[src/rtl/window_feature_extractor.sv]
// Streaming window statistics: groups 2^WIN_LOG2 unsigned samples and emits
// sum/min/max/mean through a one-entry valid/ready result holding register.
module window_feature_extractor #(
    parameter int DATA_W   = 8,
    parameter int WIN_LOG2 = 2
) (
    input  logic                       clk,
    input  logic                       rst,
    input  logic                       flush,
    input  logic                       in_valid,
    input  logic [DATA_W-1:0]          in_data,
    output logic                       in_ready,
    output logic [WIN_LOG2-1:0]        sample_idx,
    output logic                       out_valid,
    input  logic                       out_ready,
    output logic [DATA_W+WIN_LOG2-1:0] out_sum,
    output logic [DATA_W-1:0]          out_min,
    output logic [DATA_W-1:0]          out_max,
    output logic [DATA_W-1:0]          out_mean
);
    localparam int SUM_W = DATA_W + WIN_LOG2;
    localparam logic [WIN_LOG2-1:0] IDX_ONE = 1;

    typedef enum logic {ACCUM, HOLD} state_t;
    state_t state, state_nxt;

    logic              accept, consume, first, last;
    logic [SUM_W-1:0]  acc_sum, sum_nxt;
    logic [DATA_W-1:0] acc_min, acc_max, min_nxt, max_nxt;

    assign first = (sample_idx == '0);
    assign last  = (sample_idx == '1);

    // The first sample loads min/max directly so stale values never leak in.
    assign sum_nxt = acc_sum + SUM_W'(in_data);
    assign min_nxt = (first || in_data < acc_min) ? in_data : acc_min;
    assign max_nxt = (first || in_data > acc_max) ? in_data : acc_max;

    always_ff @(posedge clk or posedge rst) begin
        if (rst) state <= ACCUM;
        else     state <= state_nxt;
    end

    always_comb begin
        state_nxt = state;
        in_ready  = 1'b0;
        out_valid = 1'b0;
        accept    = 1'b0;
        consume   = 1'b0;
        case (state)
            ACCUM: begin
                in_ready = 1'b1;
                accept   = in_valid && !flush;
                if (accept && last) state_nxt = HOLD;
            end
            HOLD: begin
                out_valid = 1'b1;
                consume   = out_ready;
                if (out_ready) state_nxt = ACCUM;
            end
            default: state_nxt = ACCUM;
        endcase
    end

    always_ff @(posedge clk or posedge rst) begin
        if (rst) begin
            acc_sum    <= '0;
            acc_min    <= '0;
            acc_max    <= '0;
            sample_idx <= '0;
            out_sum    <= '0;
            out_min    <= '0;
            out_max    <= '0;
            out_mean   <= '0;
        end else if (flush && state == ACCUM) begin
            acc_sum    <= '0;
            acc_min    <= '0;
            acc_max    <= '0;
            sample_idx <= '0;
        end else if (accept) begin
            acc_sum    <= sum_nxt;
            acc_min    <= min_nxt;
            acc_max    <= max_nxt;
            sample_idx <= sample_idx + IDX_ONE;
            if (last) begin
                out_sum  <= sum_nxt;
                out_min  <= min_nxt;
                out_max  <= max_nxt;
                out_mean <= sum_nxt[SUM_W-1:WIN_LOG2];
            end
        end else if (consume) begin
            acc_sum <= '0;
            acc_min <= '0;
            acc_max <= '0;
        end
    end
endmodule

[config.mk]
export PLATFORM = sky130hd
export DESIGN_NAME = window_feature_extractor
export DESIGN_NICKNAME = d
export VERILOG_FILES = /design/src/rtl/window_feature_extractor.sv
export SDC_FILE = /design/constraint.sdc
export NUM_CORES = 1
export LEC_CHECK = 0
export CELL_PAD_IN_SITES_DETAIL_PLACEMENT = 1
export CELL_PAD_IN_SITES_GLOBAL_PLACEMENT = 1
export CORE_MARGIN = 2
export CORE_UTILIZATION = 38
export CTS_BUF_LIST = sky130_fd_sc_hd__clkbuf_4 sky130_fd_sc_hd__clkbuf_8
export CTS_CLUSTER_DIAMETER = 80
export DETAILED_ROUTE_END_ITERATION = 8
export PLACE_DENSITY = 0.78
export SLEW_MARGIN = 20
export SYNTH_ARGS = -nofsm -noshare
export SYNTH_HDL_FRONTEND = slang
export SYNTH_SLANG_ARGS = --single-unit
export TNS_END_PERCENT = 1
[constraint.sdc]
create_clock -name clk -period 1.7 [get_ports clk]
set_input_delay 0.17 -clock clk [delete_from_list [all_inputs] [get_ports clk]]
set_output_delay 0.17 -clock clk [all_outputs]
set_load 0.05 [all_outputs]
---- Yosys cells after proc, flatten, opt, wreduce, memory -nomap -nowiden ----
Index checks and enable logic that the tools add are counted.
operators by class
  add/subtract/negate cells ............... 2
  magnitude comparators ................... 2
  equality and inequality tests ........... 1
  muxes and demuxes ....................... 19
  bitwise logic cells ..................... 2
  reduce and logical (&&, ||, !) cells .... 10
operators by type and width
  kind                   number
  $mux W8                7
  $mux W10               3
  $add A10 B8 Y10        1
  $gt A8 B8 Y1           1
  $lt A8 B8 Y1           1
  $mux W1                6
  $mux W2                2
  $logic_and A1 B1 Y1    3
  $reduce_and A3 Y1      1
  $reduce_bool A3 Y1     1
  $add A2 B1 Y2 const B  1
  $eq A2 B2 Y1 const B   1
  $logic_not A2 Y1       1
  $logic_or A1 B1 Y1     2
  $not A1 Y1             2
  $pmux W1 S2            1
  $reduce_bool A2 Y1     1
  $logic_not A1 Y1       1
storage, ports and cells
  bits in registers ....................... 63
  input bits .............................. 13

---- Depth between registers and ports, before layout ----
Gate-level depths: netlist (run 1).
  word-level depth ........................ 5
  depth in mapped cells ................... 8
  mapped depth without buffers ............ 8

---- Least setup slack after synthesis (run 1) ----
Ideal clock, no wire load.
  path type ............................... reg-to-reg
  from .................................... reg sample_idx[0]
  to ...................................... reg acc_max[0]
  data arrival time ....................... 2.042 ns
  path slack .............................. -0.411 ns
  stages on the path, launching flop included .. 8
  cells stage by stage .................... dfrtp_1 -> inv_1 -> ha_1 -> nand3b_1 -> nor3_1 -> a21oi_2 -> o211ai_1 -> a32o_1
between the ends
  longest elaborated chain between the ends .. 5
ends and longest elaborated chain
  element                 line  RTL
  from (decl)             13    output logic [WIN_LOG2-1:0] sample_idx,
  from (signal assigned)  84    sample_idx <= sample_idx + IDX_ONE;
  $logic_not A2 Y1        31    assign first = (sample_idx == '0);
  $logic_or A1 B1 Y1      37    assign max_nxt = (first || in_data > acc_max) ? in_data : acc_max;
  $mux W8                 37
  $mux W8                 80    end else if (accept) begin
  $mux W8                 75    end else if (flush && state == ACCUM) begin
  to (signal assigned)    83    acc_max <= max_nxt;
  to (decl)               29    logic [DATA_W-1:0] acc_min, acc_max, min_nxt, max_nxt;
Every way passes these cells.
A chain may end at the register's enable or synchronous reset.

---- Worst setup path in the final report (run 1) ----
  from .................................... reg acc_min[4]
  to ...................................... reg out_min[4]
between the ends
  longest elaborated chain between the ends .. 3
ends and longest elaborated chain
  element                 line  RTL
  from (decl)             29
  from (signal assigned)  82    acc_min <= min_nxt;
  $lt A8 B8 Y1            36    assign min_nxt = (first || in_data < acc_min) ? in_data : acc_min;
  $logic_or A1 B1 Y1      36
  $mux W8 (*)             36
  to (signal assigned)    87    out_min <= min_nxt;
  to (decl)               17    output logic [DATA_W-1:0] out_min,
Mark *: on every way between the ends. The rest lies on a longest branch, timed or not.

==> results.md, run 1 <==
Clock tree:
- TritonCTS created 5 clock buffers.
- The clock tree root buffer cell is sky130_fd_sc_hd__clkbuf_8.
- The clock insertion delay at the later pin of the skew report is 0.32 ns.
- For this design, the CTS-stage hold fixing added 0 buffers.
- The maximum level of the CTS H-tree is 2.
- Counting along the longest clock path gives a buffer depth of 2.
- The clock tree from TritonCTS is built.
- The clock slew seen by the registers of the worst setup and hold paths is 0.11 ns.
- Counting every sink on the clock net gives 55.

Final layout:
- Leaving out fill and tap cells, the most frequent cells in the layout are 98 x sky130_fd_sc_hd__buf_4, 53 x sky130_fd_sc_hd__dfrtp_1, 32 x sky130_fd_sc_hd__nand2_1.
- The library cell used most frequently in the layout, excluding fill and tap cells, is sky130_fd_sc_hd__buf_4.
- The fraction of layout instances using a drive strength above 1 is 35.0%.
- The filler cells instantiated in the layout total 925.
- The post-route cell area is 4630 um2.
- Cells fill 56.9% of the core in the end.
- The area growth from synthesis to final layout is 46.1%.
- The number of antenna diodes in the final layout is 0.
- The net count of the finished layout is 486.
- Excluding fillers, the count of instances in the completed layout stands at 553.

Global routing:
- The met2 track demand over resource is 45.2%.
- The pin count of the biggest net entering global routing is 38.
- Global routing used 3.16% of the available met3 tracks.
- The total overflow left after global routing is 0.
- After global routing, the most crowded layer is met2.
- The initial antenna violation count came to 1.
- The number of global-route vias before repair is 3239.
- In the global route stage, met1 resource usage came out at 28.1%.
- The first-pass GRT wire length is 16600 um.
- The overall fraction of global-route tracks in use is 23.9%.

Pwr:
- The cell internal power dissipation is 3.03 mW.
- The post-layout total power is 5.17 mW.
- The switching part of the total power is 41.3%.
- The share of power burned in the clock network is 20.6%.
- The standby leakage power is 2.24 nW.
- VDD sags by at most 0.000545 V.
- The power density over the cells is 1120 nW/um2.
- Sequential cells burn 32.7% of the power.
- The switching power is 2.14 mW.
- Combinational logic burns 46.7% of the power.

Placed design:
- In this run, placement finished with an instance count of 541.
- In this run the cell area measured after placement is 4260 um2.
- The detailed placer's ending HPWL is 7520 um.
- The count of buffers from port buffering is 50.
- At the end of routability-driven placement, the weighted congestion stood at 0.875.

Route:
- Dividing the detail-routed wire length by the instance count gives 21.0 um.
- The number of routed nets with antenna violations is 0.
- For this block, the via count after detailed routing is 3162.
- The routed design has 11600 um of wire.
- For this block, the initial DRC count from the detailed router was 139.
- The number of optimization iterations in the first detailed-route pass is 4.
- Dividing the detail-routed via count by the number of cells gives 5.72.
- The DRC violation count after routing is 0.

STA:
- The final clock period utilization by the worst path is 125%.
- The highest clock frequency the design can meet is 0.472 GHz.
- The max-slew headroom at the worst pin is 66.5%.
- Across all setup checks in the final design, the least slack found is -0.421 ns.
- The clock skew is 0.0100 ns.
- Setup repair after global routing could not meet its margin everywhere.
- The slew of the pin with the lowest slew margin is 0.501 ns.
- The final hold violation count is 0.
- Setup violations remaining at the end of the flow were counted as 41.
- The final worst hold slack is 0.122 ns.
- Subtracting the final worst setup slack from the clock period gives 2.12 ns.
- The count of final max-slew check failures is 0.

Yosys:
- Synthesis produced a netlist with a net count of 371.
- Among all flip-flop cells after synthesis, the most frequent one is sky130_fd_sc_hd__dfrtp_1.
- The sequential-to-total area share from yosys stat is 43.4%.
- The average size of a mapped cell is 9.55 um2.
- sky130_fd_sc_hd__dfrtp_1 takes more of the synthesized area than any other cell.
- The share of synthesized area in the top cell type comes to 43.4%.
- The number of synthesized register bits is 55.
- The total number of yosys warnings is 0.
- The number of different library cells in the post-synthesis netlist is 46.
- In the synthesized netlist the async set-or-reset flop fraction comes to 100%.
- Counting every instance in the synthesized netlist gives 332.
- The mapped cell area is 3170 um2.
- By area the synthesized netlist is led by sky130_fd_sc_hd__dfrtp_1 43%, sky130_fd_sc_hd__ha_1 9.9%, sky130_fd_sc_hd__nand2_1 3.8%.
- The synthesized design contains 0 enable-type register cells.

Setup path:
- The endpoint required time on the critical path is 1.91 ns.
- The worst setup path is launched from a register.
- The worst setup path is of the register to register kind.
- The maximum fanout along the worst path is 6.
- STA puts the critical path data arrival time at 2.33 ns.
- The number of cells on the worst reg-to-reg path is 9.
- The critical path capture point type is a register.

Floorplanning:
- Row generation in the floorplan step produced 33 rows.
- Measured along the x axis, the die boundary spans 95.3 um.
- The floorplan step defined a core boundary enclosing 8130 um2.
- The number of top-level pins is 51.
- Once the floorplan was initialized, standard cells occupied 39.0% of the core.
- The height of the die is 95.3 um.
- The floorplan step defined a die boundary enclosing 9090 um2.

Worst hold path:
- The kind of path behind the tightest hold check is input port to async pin.

Outcome:
- The checks that failed: setup timing.
- The run finished, with violations left.

Job:
- The reported max-cap violation count is 0.
## state kept, by name (all words and copies together), names as in the netlist
name        flops
acc_sum        10
out_sum        10
acc_max         8
acc_min         8
out_max         8
out_min         8
sample_idx      2
state           1
## repair_timing
action                                  CTS  global route
endpoints found under the setup margin   44            49
pin swaps                                14             8
gates resized for setup                  32            26
buffers inserted                          3             1
## per-layer routing
layer  up-vias  routed length, um
li1       1417                  -
met1      1603               4430
met2        98               6220
met3        42                531
met4         2                438
met5         -                 13
## worst max-delay path, cell delays in order (launching register included)
cell and delay [ns]:
sky130_fd_sc_hd__dfrtp_1 0.39, sky130_fd_sc_hd__inv_1 0.07, sky130_fd_sc_hd__ha_1 0.31, sky130_fd_sc_hd__nand4_1 0.09, sky130_fd_sc_hd__or2_1 0.24, sky130_fd_sc_hd__o32ai_2 0.26
sky130_fd_sc_hd__buf_4 0.20, sky130_fd_sc_hd__buf_12 0.14, sky130_fd_sc_hd__mux2i_4 0.24, sky130_fd_sc_hd__o21ai_1 0.08
## through the flow
| stage | TNS [ns] | worst slack (ns) |
|---|---|---|
| after global routing | -15.80 | -0.544 |
| final | -11.67 | -0.421 |
| after global placement | -24.81 | -0.629 |
| after floorplan | -4.29 | -0.213 |
| after detailed placement | -29.56 | -0.732 |
| after CTS | -8.53 | -0.300 |
## synthesized netlist by cell type, drive strengths merged, types with 8 or more instances
cell and count:
nand3 12, o21ai 36, a31oi 9, inv 24, a32o 8, clkbuf 8
nor2 23, mux2i 10, dfrtp 55, nand2 32, a22o 10, a21oi 12
ha 25, buf 10
## logic make-up after synthesis
family | synth area share, %
compound gates | 22.0
simple gates | 13.6
buf+inv | 6.20
xor+xnor | 1.10
flops | 43.4
fa+ha+maj | 10.5
mux | 3.16
## worst paths after layout
check,start,end,slack [ns]
max in group asynchronous,rst,sample_idx[0]$_DFFE_PP0P_,1.11
min in group clk,in_data[7],out_max[7]$_DFFE_PP0P_,0.38
worst max-delay path,acc_min[4]$_DFFE_PP0P_,out_min[4]$_DFFE_PP0P_,-0.42
worst min-delay path,rst,out_min[4]$_DFFE_PP0P_,0.12
worst min register to register,out_sum[0]$_DFFE_PP0P_,out_sum[0]$_DFFE_PP0P_,0.50
worst max register to register,acc_min[4]$_DFFE_PP0P_,out_min[4]$_DFFE_PP0P_,-0.42
## power by group through the flow
stage | sequential, mW | clock (mW) | combinational (mW)
2_1_floorplan | 2.22 | 0 | 0.914
3_3_place_gp | 1.69 | 0 | 2.16
3_5_place_dp | 1.71 | 0 | 2.24
4_1_cts | 1.69 | 1.08 | 2.31
5_1_grt | 1.72 | 1.13 | 2.56
6_report | 1.69 | 1.06 | 2.41
## layout make-up
type,instances,area (um2),share of cell area (%)
Timing Repair Buffer,126,1080,23.3
Clock inverter,3,67.6,1.46
Inverter,24,90.1,1.95
Clock buffer,5,68.8,1.49
Sequential cell,55,1380,29.8
Tap cell,105,131,2.84
Multi-Input combinational cell,235,1820,39.2
No activity file was read; power rests on OpenSTA's default activity.
==> inputs of run 2 (changes only) <==
--- a/config.mk
+++ b/config.mk
@@ -5,13 +5,16 @@
 export SDC_FILE = /design/constraint.sdc
 export NUM_CORES = 1
 export LEC_CHECK = 0
+export ABC_AREA = 0
 export CELL_PAD_IN_SITES_DETAIL_PLACEMENT = 1
 export CELL_PAD_IN_SITES_GLOBAL_PLACEMENT = 1
+export CORE_ASPECT_RATIO = 0.8
 export CORE_MARGIN = 2
 export CORE_UTILIZATION = 38
 export CTS_BUF_LIST = sky130_fd_sc_hd__clkbuf_4 sky130_fd_sc_hd__clkbuf_8
 export CTS_CLUSTER_DIAMETER = 80
 export DETAILED_ROUTE_END_ITERATION = 8
+export MAX_ROUTING_LAYER = met4
 export PLACE_DENSITY = 0.78
 export SLEW_MARGIN = 20
 export SYNTH_ARGS = -nofsm -noshare
==> results.md, run 2 (same netlist as run 1, synthesis figures left out) <==
Outcome:
- The flow ran to the end, but the final reports show violations.
- The checks that failed: setup timing.

Pwr:
- The post-layout total power is 4.88 mW (-5.5%).
- The highest ir drop seen on vdd is 0.000480 V (-12%).
- The cell internal power dissipation was 2.75 mW (-9.2%).
- The share of power burned in the clock network is 16.2% (-4.4 points).
- The standby leakage power is 2.14 nW (-4.7%).
- The power density over the cells is 1060 nW/um2 (-4.8%).
- The switching power was 2.13 mW (-0.41%).
- The fraction of power consumed by sequential logic is 34.7% (+2.0 points).
- The fraction of power consumed by combinational cells is 49.1% (+2.4 points).
- The switching part of the total power is 43.6% (+2.2 points).

Route:
- The final routed wire length divided by cell count is 19.4 um (-7.9%).
- The DRC violation count after routing is 0 (unchanged).
- The number of routed nets with antenna violations is 0 (unchanged).
- The via density per instance was 5.47 (-4.4%).
- The via count of the routed design is 3046 (-3.7%).
- The number of optimization iterations in the first detailed-route pass was 5 (+1).
- The total detailed-routing wirelength came to 10800 um (-7.2%).
- The starting DRC count in detailed routing is 224 (+61%).

Floorplanning:
- The number of top-level pins was 51 (unchanged).
- The height of the die is 85.7 um (-10%).
- The width of the chip is 106 um (+11%).
- The starting density of the core is 39.5% (+0.56 points).
- The total die area is 9090 um2 (about the same).
- The total core area came to 8020 um2 (-1.4%).
- The row count came to 29 (-12%).

Setup path:
- The slowest stage cell on the critical path is sky130_fd_sc_hd__dfrtp_1.
- The endpoint arrival time on the critical path is 2.23 ns (-0.10 ns).
- The endpoint required time on the critical path was 1.92 ns (about the same).
- The critical path goes through inv_1 -> ha_4 -> nand4_1 -> nor3_2 -> a21o_1 -> nor2_4 -> buf_6 -> a32o_1.
- The maximum fanout along the worst path is 3 (-3).
- The critical path is of the register to register type.
- The capturing point of the worst reg2reg path is acc_max[1]$_DFFE_PP0P_.
- The start of the worst register-to-register path is acc_max[6]$_DFFE_PP0P_.
- The worst-case register-to-register setup slack is -0.32 ns (+0.10 ns).
- The delay of the slowest cell on the worst path is 0.41 ns (+0.02 ns).
- The worst setup path is captured at a register.
- The startpoint type of the worst setup path is a register.
- The depth of the worst register-to-register path is 8 (-1).
- In this run the worst setup path terminates at acc_max[1]$_DFFE_PP0P_.
- Tracing the worst setup path back leads to its startpoint at acc_max[6]$_DFFE_PP0P_.

STA:
- The number of endpoints failing setup at the final stage was 44 (+7.3%).
- The clock skew is 0.0126 ns (+0.00256 ns).
- The max-slew headroom at the worst pin is 66.7% (+0.18 points).
- The post-route worst setup slack is -0.318 ns (+0.102 ns).
- The count of final max-slew check failures is 0 (unchanged).
- The final clock period utilization by the worst path is 119% (-6.0 points).
- Setup repair after global routing could not meet its margin everywhere.
- The total negative setup slack is -10.35 ns (+1.32 ns).
- The highest clock frequency the design can meet is 0.495 GHz (+5.1%).
- The final hold violation count was 0 (unchanged).
- The slew of the pin with the lowest slew margin came to 0.498 ns (-0.00350 ns).
- The minimum period implied by the final worst setup slack was 2.02 ns (-0.102 ns).

Placed design:
- The final weighted congestion in routability-driven placement is 0.963 (+10%).
- The cell area reported after detailed placement is 4220 um2 (-0.85%).
- The pre-CTS setup slack is -0.711 ns (+0.0207 ns).
- The detailed placer's ending HPWL came to 7590 um (+0.84%).
- The count of buffers from port buffering was 50 (unchanged).

Clock tree:
- The TritonCTS sink count is 55 (unchanged).
- In this run the clock root is driven by a sky130_fd_sc_hd__clkbuf_8.
- The clock slew seen by the registers of the worst setup and hold paths is 0.11 ns (about the same).
- The maximum level of the CTS H-tree is 2 (unchanged).
- The number of hold buffers added after cts came to 0 (unchanged).
- TritonCTS built the clock tree.
- The buffer depth of the longest clock path came to 2 (unchanged).
- The clock insertion delay at the later pin of the skew report is 0.33 ns (about the same).
- The TritonCTS buffer count came to 5 (unchanged).

Global routing:
- The first-pass GRT wire length is 16800 um (+1.3%).
- The number of global-route vias before repair is 3220 (-0.59%).
- The total congestion overflow after global routing is 0 (unchanged).
- The initial antenna violation count is 0 (-1).
- The overall fraction of global-route tracks in use was 24.5% (+0.56 points).
- The pin count of the biggest net entering global routing is 56 (+47%).

Final layout:
- The post-route cell area is 4590 um2 (-0.78%).
- The top cell types in the final layout, fill and taps aside, are 99 x sky130_fd_sc_hd__buf_4, 53 x sky130_fd_sc_hd__dfrtp_1, 32 x sky130_fd_sc_hd__nand2_1.
- The net count of the finished layout is 487 (+0.21%).
- The fraction of layout instances using a drive strength above 1 is 35.9% (+0.81 points).
- The largest registers in the layout are acc_sum (10), out_sum (10).
- From synthesis to final layout, the design area changed by 44.9%.
- The library cell used most frequently in the layout, excluding fill and tap cells, is sky130_fd_sc_hd__buf_4.
- The number of diodes was 0 (unchanged).

Worst hold path:
- The kind of path behind the tightest hold check is input port to async pin.

Job:
- The reported max-cap violation count is 0 (unchanged).
run 2: changes by cell type in the layout (fill, tap and decap cells not counted), sizes merged:
| cell | change |
|---|---|
| bufinv | -2 |
| dlygate4sd2 | +1 |
| clkinvlp | -1 |
| inv | +1 |
| dlymetal6s2s | -6 |
| clkinv | +2 |
| clkbuf | +1 |
| clkdlybuf4s50 | +5 |
run 2: repair_timing:
| action | CTS | global route |
|---|---|---|
| endpoints found under the setup margin | 44 | 49 |
| hold endpoints to repair | 0 | 0 |
| buffers inserted | 4 | 4 |
| pin swaps | 15 | 12 |
| gates resized for setup | 41 | 11 |
run 2: power by group through the flow:
| stage | clock network [mW] | registers, mW | logic (mW) |
|---|---|---|---|
| 2_1_floorplan | 0 | 2.22 | 0.914 |
| 3_3_place_gp | 0 | 1.70 | 2.14 |
| 3_5_place_dp | 0 | 1.71 | 2.21 |
| 4_1_cts | 0.801 | 1.69 | 2.34 |
| 5_1_grt | 0.841 | 1.72 | 2.55 |
| 6_report | 0.789 | 1.69 | 2.40 |
run 2: critical path, delay by kind of cell, from the launching register on:
family	cells	cell delay, ns
adders and majority gates	1	0.27
and+or+nand+nor	3	0.57
DFF	1	0.41
AOI/OAI and AO/OA	2	0.44
buffers and inverters	2	0.22
run 2: layout make-up:
class	count	area, um2
clock inverters	3	22.5
inverters	24	90.1
multi-input cells	235	1830
clock buffers	5	68.8
fillers	919	3420
repair buffers	127	1070
well taps	108	135
flip-flops and latches	55	1380
run 2: per-layer routing:
metal | global-route usage (%) | up-vias | share of wire [%]
met5 | - | - | 0
met4 | 6.46 | 0 | 1.2
met3 | 3.27 | 11 | 5.3
met2 | 41.2 | 98 | 49
met1 | 31.4 | 1521 | 44
li1 | - | 1416 | -
run 2: metrics by stage:
| stage | utilization, % | hold WS [ns] | instances |
|---|---|---|---|
| detailed placement | 52.7 | 0.479 | 542 |
| finish | 57.3 | 0.220 | 557 |
| global placement | 52.7 | 0.462 | 542 |
| floorplan | - | 0.310 | 332 |
| CTS | 56.2 | 0.236 | 553 |
| global route | 57.3 | 0.262 | 557 |
run 2: worst min-delay path by stage:
stage / startpoint / to / slack [ns] / cells past startpoint
floorplan: in_data[0] / acc_min[0]$_DFFE_PP0P_ / 0.31 / 1
global placement: out_sum[0]$_DFFE_PP0P_ / out_sum[0]$_DFFE_PP0P_ / 0.46 / 2
detailed placement: out_min[7]$_DFFE_PP0P_ / out_min[7]$_DFFE_PP0P_ / 0.48 / 2
CTS: rst / acc_sum[0]$_DFFE_PP0P_ / 0.24 / 3
global route: rst / acc_max[3]$_DFFE_PP0P_ / 0.26 / 3
finish: rst / acc_min[7]$_DFFE_PP0P_ / 0.22 / 3
==> inputs of run 3 (changes only) <==
--- a/config.mk
+++ b/config.mk
@@ -6,16 +6,17 @@
 export NUM_CORES = 1
 export LEC_CHECK = 0
 export ABC_AREA = 0
+export ABC_CLOCK_PERIOD_IN_PS = 2500
 export CELL_PAD_IN_SITES_DETAIL_PLACEMENT = 1
 export CELL_PAD_IN_SITES_GLOBAL_PLACEMENT = 1
 export CORE_ASPECT_RATIO = 0.8
 export CORE_MARGIN = 2
-export CORE_UTILIZATION = 38
+export CORE_UTILIZATION = 46
 export CTS_BUF_LIST = sky130_fd_sc_hd__clkbuf_4 sky130_fd_sc_hd__clkbuf_8
 export CTS_CLUSTER_DIAMETER = 80
 export DETAILED_ROUTE_END_ITERATION = 8
 export MAX_ROUTING_LAYER = met4
-export PLACE_DENSITY = 0.78
+export PLACE_DENSITY = 0.88
 export SLEW_MARGIN = 20
 export SYNTH_ARGS = -nofsm -noshare
 export SYNTH_HDL_FRONTEND = slang
==> constraint.sdc (replaced) <==
create_clock -name clk -period 2.5 [get_ports clk]
set_input_delay 0.25 -clock clk [delete_from_list [all_inputs] [get_ports clk]]
set_output_delay 0.25 -clock clk [all_outputs]
set_load 0.05 [all_outputs]
==> results.md, run 3 (same netlist as run 1, synthesis figures left out) <==
Route:
- The via density per instance is 5.85 (+6.9%).
- The routed length on met1 was 4000 um (-17%).
- The starting DRC count in detailed routing was 141 (-37%).
- The via count of the routed design is 2824 (-7.3%).
- The number of routed nets with antenna violations was 0 (unchanged).
- The final routed wire length divided by cell count is 19.6 um (+1.0%).
- The DRC violation count after routing was 0 (unchanged).
- The total detailed-routing wirelength is 9450 um (-12%).
- The number of optimization iterations in the first detailed-route pass came to 4 (-1).
- The total met2 wirelength after detailed routing was 4800 um (-9.4%).
- The uppermost layer routed is met4.
- The wire length on met3 was 437 um (-23%).

Final layout:
- Compared with the post-synthesis result, the final layout area differs by 26.6%.
- The number of diodes is 0 (unchanged).
- The net count of the finished layout is 434 (-11%).
- The library cells used most frequently in the layout, excluding fill and tap cells, are 55 x sky130_fd_sc_hd__dfrtp_1, 50 x sky130_fd_sc_hd__clkdlybuf4s50_1, 32 x sky130_fd_sc_hd__nand2_1.
- The largest registers in the layout are acc_sum (10), out_sum (10).
- The multi-input logic area came to 1610 um2 (-12%).
- The fraction of layout instances using a drive strength above 1 was 9.85% (-26 points).
- Leaving out fill and tap cells, the most frequent cell in the layout is sky130_fd_sc_hd__dfrtp_1.
- The final-layout fill cell count is 787 (-14%).
- The area occupied by registers is 1380 um2 (-0.18%).
- The end-of-flow core utilization was 59.1% (+1.8 points).

Clock tree:
- TritonCTS built the clock tree.
- The clock tree root buffer cell is sky130_fd_sc_hd__clkbuf_8.
- The clock insertion delay at the later pin of the skew report was 0.32 ns (about the same).
- The buffer count from post-CTS setup fixing was 0 (-4).
- The clock slew seen by the registers of the worst setup and hold paths is 0.11 ns (about the same).
- The TritonCTS buffer count is 5 (unchanged).
- The maximum level of the CTS H-tree is 2 (unchanged).
- The number of hold buffers added after cts is 0 (unchanged).
- The count of cells resized by post-cts repair came to 0 (-100%).
- The TritonCTS sink count is 55 (unchanged).
- The buffer depth of the longest clock path is 2 (unchanged).

Pwr:
- The power density over the cells is 797 nW/um2 (-25%).
- The switching part of the total power is 42.5% (-1.1 points).
- The fraction of power consumed by sequential logic is 35.8% (+1.1 points).
- The share of power burned in the clock network was 19.5% (+3.3 points).
- The fraction of power consumed by combinational cells came to 44.6% (-4.5 points).
- The switching power is 1.36 mW (-36%).
- The standby leakage power came to 1.79 nW (-16%).
- The highest ir drop seen on vdd is 0.000482 V (+0.52%).
- The post-layout total power is 3.20 mW (-34%).
- The cell internal power dissipation is 1.84 mW (-33%).

Setup path:
- The startpoint type of the worst setup path is an input port.
- In this run the critical register-to-register path is launched from acc_min[5]$_DFFE_PP0P_.
- The maximum fanout along the worst path came to 6 (+3).
- The endpoint arrival time on the critical path is 2.48 ns (+0.25 ns).
- The critical path is of the input port to register type.
- The endpoint required time on the critical path is 2.69 ns (+0.77 ns).
- Walking the worst path, the cells encountered are clkdlybuf4s50_1 -> inv_1 -> fa_1 -> nor2b_1 -> o21a_1 -> o21ai_0 -> a211oi_1 -> o21ai_0.
- Among the stages of the critical path, the cell type that occurs most often is sky130_fd_sc_hd__o21ai_0.
- The critical path capture point type is a register.
- The critical path starts at in_data[1].
- The delay of the slowest cell on the worst path came to 0.65 ns (+0.24 ns).
- The critical path buffer and inverter count is 2 (unchanged).
- The largest individual stage delay along the critical path comes from the cell sky130_fd_sc_hd__clkdlybuf4s50_1.
- The cell family contributing the most delay on the critical path is compound AO/OA/AOI/OAI gates.

Worst hold path:
- The kind of path behind the tightest hold check is input port to async pin.

STA:
- The minimum period implied by the final worst setup slack is 2.29 ns.
- The slew of the pin with the lowest slew margin was 0.524 ns (+0.0263 ns).
- For this run, the top clock speed supported by timing is 0.436 GHz.
- The clock skew is 0.0104 ns (-0.00215 ns).
- The final clock period utilization by the worst path is 91.8%.
- Setup repair after global routing left no endpoint under its margin.
- The final worst hold slack is 0.278 ns (+0.0582 ns).
- The post-route worst setup slack was 0.206 ns (+0.524 ns).
- The max-slew headroom at the worst pin is 65.0% (-1.7 points).
- The final hold violation count came to 0 (unchanged).
- The number of endpoints failing setup at the final stage was 0 (-100%).
- The count of final max-slew check failures is 0 (unchanged).

Placed design:
- The count of buffers from port buffering is 50 (unchanged).
- The detailed placer's ending HPWL was 6550 um (-14%).
- The pre-CTS setup slack is -0.0385 ns (+0.673 ns).
- The final weighted congestion in routability-driven placement was 0.866 (-10%).

Global routing:
- The first-pass GRT wire length was 15700 um (-6.7%).
- The total congestion overflow after global routing is 0 (unchanged).
- The overall fraction of global-route tracks in use is 27.1% (+2.6 points).
- The pin count of the biggest net entering global routing was 38 (-32%).
- The initial antenna violation count is 0 (unchanged).
- The number of global-route vias before repair is 3036 (-5.7%).

Floorplanning:
- The starting density of the core is 46.7% (+7.2 points).
- The number of top-level pins was 51 (unchanged).
- The total core area is 6790 um2 (-15%).
- The row count is 27 (-6.9%).
- The height of the die is 78.3 um (-8.7%).
- The width of the chip came to 96.8 um (-8.8%).
- The total die area came to 7580 um2 (-17%).

Outcome:
- The run finished with clean final reports.

Job:
- The reported max-cap violation count was 0 (unchanged).
[run 3: layout make-up]
cell class / count / area share [%]
clock buffers: 5 / 1.71
clock inverters: 3 / 1.15
repair buffers: 74 / 17.9
flip-flops and latches: 55 / 34.3
inverters: 24 / 2.24
multi-input cells: 235 / 40.0
well taps: 87 / 2.71
[run 3: path summary, 6_finish.rpt]
kind	cells after the start	endpoint	slack, ns
worst max register to register	8	acc_min[6]$_DFFE_PP0P_	0.33
worst min-delay path	2	out_max[0]$_DFFE_PP0P_	0.28
worst max-delay path	8	acc_sum[6]$_DFFE_PP0P_	0.21
max in group asynchronous	3	acc_sum[0]$_DFFE_PP0P_	1.65
min in group clk	2	out_min[2]$_DFFE_PP0P_	0.50
worst min register to register	2	out_min[2]$_DFFE_PP0P_	0.50
[run 3: per-layer routing]
| layer | GRT usage [%] | vias to the layer above |
|---|---|---|
| met5 | - | - |
| met4 | 9.44 | 0 |
| met3 | 3.74 | 20 |
| met2 | 46.4 | 84 |
| met1 | 33.4 | 1406 |
| li1 | - | 1314 |
[run 3: per-stage QoR]
| stage | cell area, um2 | cells | TNS [ns] |
|---|---|---|---|
| after CTS | 4010 | 483 | 0 |
| after detailed placement | 3900 | 475 | -0.0626 |
| after floorplan | 3170 | 332 | 0 |
| after global placement | 3900 | 475 | 0 |
| final | 4010 | 483 | 0 |
| after global routing | 4010 | 483 | 0 |
[run 3: worst register-to-register path, stage by stage, from the launching register on]
cell	delay [ns]
sky130_fd_sc_hd__dfrtp_1	0.40
sky130_fd_sc_hd__inv_1	0.06
sky130_fd_sc_hd__ha_1	0.29
sky130_fd_sc_hd__a211o_1	0.30
sky130_fd_sc_hd__a21oi_1	0.18
sky130_fd_sc_hd__o32ai_2	0.11
sky130_fd_sc_hd__buf_4	0.21
sky130_fd_sc_hd__a21o_1	0.30
sky130_fd_sc_hd__a22o_1	0.23
[run 3: power groups by stage]
stage          sequential [mW]  combinational (mW)  clock, mW
4_1_cts                   1.15                1.43      0.633
3_5_place_dp              1.16                1.41          0
2_1_floorplan             1.51               0.612          0
3_3_place_gp              1.16                1.37          0
6_report                  1.15                1.43      0.625
5_1_grt                   1.17                1.52      0.669
==> variant 1 (settings of run 2) <==
The parameter `WIN_LOG2` goes from 2 to 4. Comments in the files are not updated.
--- a/src/rtl/window_feature_extractor.sv
+++ b/src/rtl/window_feature_extractor.sv
@@ -3,5 +3,5 @@
 module window_feature_extractor #(
     parameter int DATA_W   = 8,
-    parameter int WIN_LOG2 = 2
+    parameter int WIN_LOG2 = 4
 ) (
     input  logic                       clk,
Interface: changed (resized out_sum and sample_idx); port bits go from 51 to 55. No check against the original RTL was run, so the function may have changed too.
==> variant 1 against run 2 <==
- the run still ends with negative setup slack left
- highest routed layer unchanged
- non-clock buffer count up 18
- worst setup slack worse by 0.10 ns
- first-iteration DRC count is 0.45% higher
- area after synthesis grew 15%
- synthesized cell count up 9.9%
- critical endpoint is now acc_max[6]
- sequential cell count grew 6
- routed wire length is 23% higher
- fmax is 4.8% lower
- design area rose by 14%
- total power is 19% lower
==> variant 1: results <==
export IMPL_rrSetupSlack_ns=-0.42
export IMPL_reg2reg_to="acc_max[6]"
export IMPL_p_leak_nw=2.438
export IMPL_buf_share=0.2226
export IMPL_grt_pass1_vias=3741
export IMPL_outcome="finished, violations left"
export IMPL_ys_ff_latch=61
export IMPL_place_ws_ns=-0.8243
export IMPL_io_buffers=54
export IMPL_grt_max_degree=62
export IMPL_clockBufferCount=11
export IMPL_multiInputGateArea_um2=2163
export IMPL_netlist_top_cells_count="61 x dfrtp_1, 39 x nand2_1, 25 x ha_1, 24 x inv_1, 19 x o21ai_0"
export IMPL_reg_top3="acc_sum x12, out_sum x12"
export IMPL_drt_iter0_markers=225
export IMPL_yosys_top_cells_area="dfrtp_1 42%, ha_1 8.6%, nand2_1 4.0%, o211ai_1 3.7%, a22o_1 3.6%"
export IMPL_ff2ff_path_depth=7
export IMPL_setup_viol=46
export IMPL_ctsResizeCount=38
export IMPL_crit_fanout=8
export IMPL_synth_cells=365
export IMPL_clkLatencyLatePin_ns=0.36
export IMPL_n_all_buffers=145
export IMPL_worst_slew_pin_slew_ns=0.5827
export IMPL_clkCellAreaFrac=0.02932
export IMPL_yosysWarnings=0
export IMPL_worst_hold_slack_ns=0.1783
export IMPL_synth_cell_types=55
export IMPL_regArea_um2=1529
export IMPL_drt_total_wl_mm=13.31
export IMPL_final_nets=537
export IMPL_fin_ws_ns=-0.4196
export IMPL_vdd_drop_max_v=0.0003752
export IMPL_place_area_um2=4785
export IMPL_comb_multi_input_count=257
export IMPL_syn_nets=404
export IMPL_fin_skew_ns=0.01200
export IMPL_ys_seq_area_frac=0.4197
export IMPL_post_drt_via_cell_ratio=5.727
export IMPL_drive_above_1_share=0.4052
export IMPL_violations="negative setup slack"
export IMPL_gp_congestion=0.9032
export IMPL_cts_buffers=9
export IMPL_dpl_hpwl_mm=8.502
export IMPL_post_place_cells=599
export IMPL_grtUsageTotal=0.2562
[variant 1: cell count changes after synthesis, moves of 8 or more]
| cell | delta |
|---|---|
| nor2_1 | -10 |
| o21ai_1 | -12 |
| nor3_1 | +11 |
| a32o_1 | -8 |
| mux2i_1 | -10 |
| a221o_1 | +12 |
| o211ai_1 | +15 |
| xnor2_1 | +8 |
[variant 1: cell families after synthesis]
| group | Yosys count | share of synthesized area |
|---|---|---|
| buffers and inverters | 47 | 0.06330 |
| xor gates and xnor gates | 9 | 0.02167 |
| adders and majority gates | 26 | 0.09150 |
| and+or+nand+nor | 104 | 0.1514 |
| AOI/OAI and AO/OA | 114 | 0.2401 |
| muxes | 4 | 0.01238 |
| DFF | 61 | 0.4197 |
[variant 1: worst max path at each step]
stage	slack, ns	cells after the start	start	to
after global placement	-0.72	9	in_data[0]	out_sum[8]
final	-0.42	7	acc_max[6]	acc_max[6]
after CTS	-0.38	7	acc_max[1]	acc_max[6]
after detailed placement	-0.82	9	in_data[0]	acc_sum[8]
after floorplan	-0.22	8	acc_max[1]	out_max[1]
after global routing	-0.46	7	acc_max[6]	acc_max[7]
[variant 1: worst max-delay path, cell delays in order, from the launching register on]
cell and delay, ns:
dfrtp_1 0.37, inv_1 0.06, ha_1 0.36, nand4_4 0.16, nor2_4 0.18, a21oi_2 0.07
o31a_1 0.43, a221o_1 0.37
[variant 1: per-layer routing]
metal	vias up	part of all wire	GRT usage
li1	1604	-	-
met1	1787	0.45	0.3230
met2	109	0.49	0.4107
met3	28	0.045	0.05340
met4	0	0.021	0.08841
met5	-	0	-
[variant 1: power breakdown]
group | internal (W) | total (W) | leakage (nW) | switching, W
clock | 0.000537 | 0.00111 | 0.0856 | 0.000575
combinational | 0.000586 | 0.00125 | 1.52 | 0.000666
sequential | 0.00151 | 0.00157 | 0.833 | 0.0000542
==> variant 2 (config.mk and constraints of run 2) <==
Without the edit above. Reset style: synchronous (`rst`), changed in 2 clocked blocks.
--- a/src/rtl/window_feature_extractor.sv
+++ b/src/rtl/window_feature_extractor.sv
@@ -37,5 +37,5 @@
     assign max_nxt = (first || in_data > acc_max) ? in_data : acc_max;
 
-    always_ff @(posedge clk or posedge rst) begin
+    always_ff @(posedge clk) begin
         if (rst) state <= ACCUM;
         else     state <= state_nxt;
@@ -63,5 +63,5 @@
     end
 
-    always_ff @(posedge clk or posedge rst) begin
+    always_ff @(posedge clk) begin
         if (rst) begin
             acc_sum    <= '0;
Check against the original RTL: differs if rst is asserted again (counterexample within 4 cycles, from zero or initial values and one cycle with rst high); with rst held inactive, the same outputs for 4 cycles.
==> variant 2 against run 2 <==
- the flow still finishes with violations (negative setup slack)
- routed wire length rose by 32%
- worst setup slack got worse by 0.11 ns
- cell count grew 5.7%
- non-clock buffer count grew 23
- sequential cell count unchanged
- design area is 7.1% higher
- area after synthesis decreased by 3.2%
- via count increased by 15%
- count of clock-buffer cells in the layout is the same
- utilization up 5.2 points
Power is not compared: it rests on default switching activity, and its combinational part moved more than twofold at a synthesized area within 25%.
==> variant 2: results <==
export IMPL_place_ws_ns=-0.8166
export IMPL_violations="negative setup slack"
export IMPL_num_vias=3510
export IMPL_final_nets=519
export IMPL_worst_hold_slack_ns=0.3612
export IMPL_ctsResizeCount=55
export IMPL_netlist_top_cells_count="55 x dfxtp_1, 39 x nor2_1, 25 x ha_1, 24 x nand2_1, 21 x inv_1"
export IMPL_outcome="finished, violations left"
export IMPL_post_place_cells=575
export IMPL_async_flop_share=0
export IMPL_synth_cell_types=52
export IMPL_postLayoutCoreUtil=0.6248
export IMPL_rrSetupSlack_ns=-0.43
export IMPL_gp_congestion=0.8898
export IMPL_slew_limit_headroom=0.6409
export IMPL_syn_nets=385
export IMPL_ys_seq_area_frac=0.3587
export IMPL_ff2ff_path_depth=7
export IMPL_hp_class="primary input to register"
export IMPL_post_drt_via_cell_ratio=5.959
export IMPL_grt_pass1_wl_mm=20.29
export IMPL_ys_dominant_reg_cell="dfxtp_1"
export IMPL_grt_max_degree=18
export IMPL_drt_iter0_markers=208
export IMPL_fin_skew_ns=0.008184
export IMPL_fin_ws_ns=-0.4305
export IMPL_crit_fanout=6
export IMPL_fillers=898
export IMPL_crit_start="acc_min[7]"
export IMPL_yosys_top_cells_area="dfxtp_1 36%, ha_1 10%, nor2_1 4.8%, a2111oi_2 3.9%, a21oi_1 3.3%"
export IMPL_drive_above_1_share=0.4491
export IMPL_synth_cells=346
export IMPL_crit_arrival_ns=2.35
export IMPL_setup_viol=42
export IMPL_grtUsageTotal=0.3075
variant 2: area by class of cell:
class	count	share of cell area
clock inverter	3	0.01373
tap	108	0.02747
sequential	55	0.2291
clock buffer	5	0.01399
timing repair buffer	150	0.2594
inverter	21	0.01653
multi-input combinational	247	0.4397
variant 2: cell families after synthesis:
family / after synthesis / share of synthesized area
AOI/OAI and AO/OA: 112 / 0.2866
and+or+nand+nor: 106 / 0.1647
DFF: 55 / 0.3587
buffers and inverters: 44 / 0.07297
adders and majority gates: 26 / 0.1084
xor gates and xnor gates: 3 / 0.008563
variant 2: layer usage:
layer	track usage	routed length [µm]
met5	-	0
met4	0.1437	590
met3	0.05901	882
met2	0.5508	7304
met1	0.3284	5447
variant 2: critical path: cells and delay by family (launching register included):
| family | cells | cell delay [ns] |
|---|---|---|
| buffers and inverters | 2 | 0.23 |
| and+or+nand+nor | 2 | 0.38 |
| AOI/OAI and AO/OA | 2 | 0.77 |
| DFF | 1 | 0.36 |
| adders and majority gates | 1 | 0.28 |
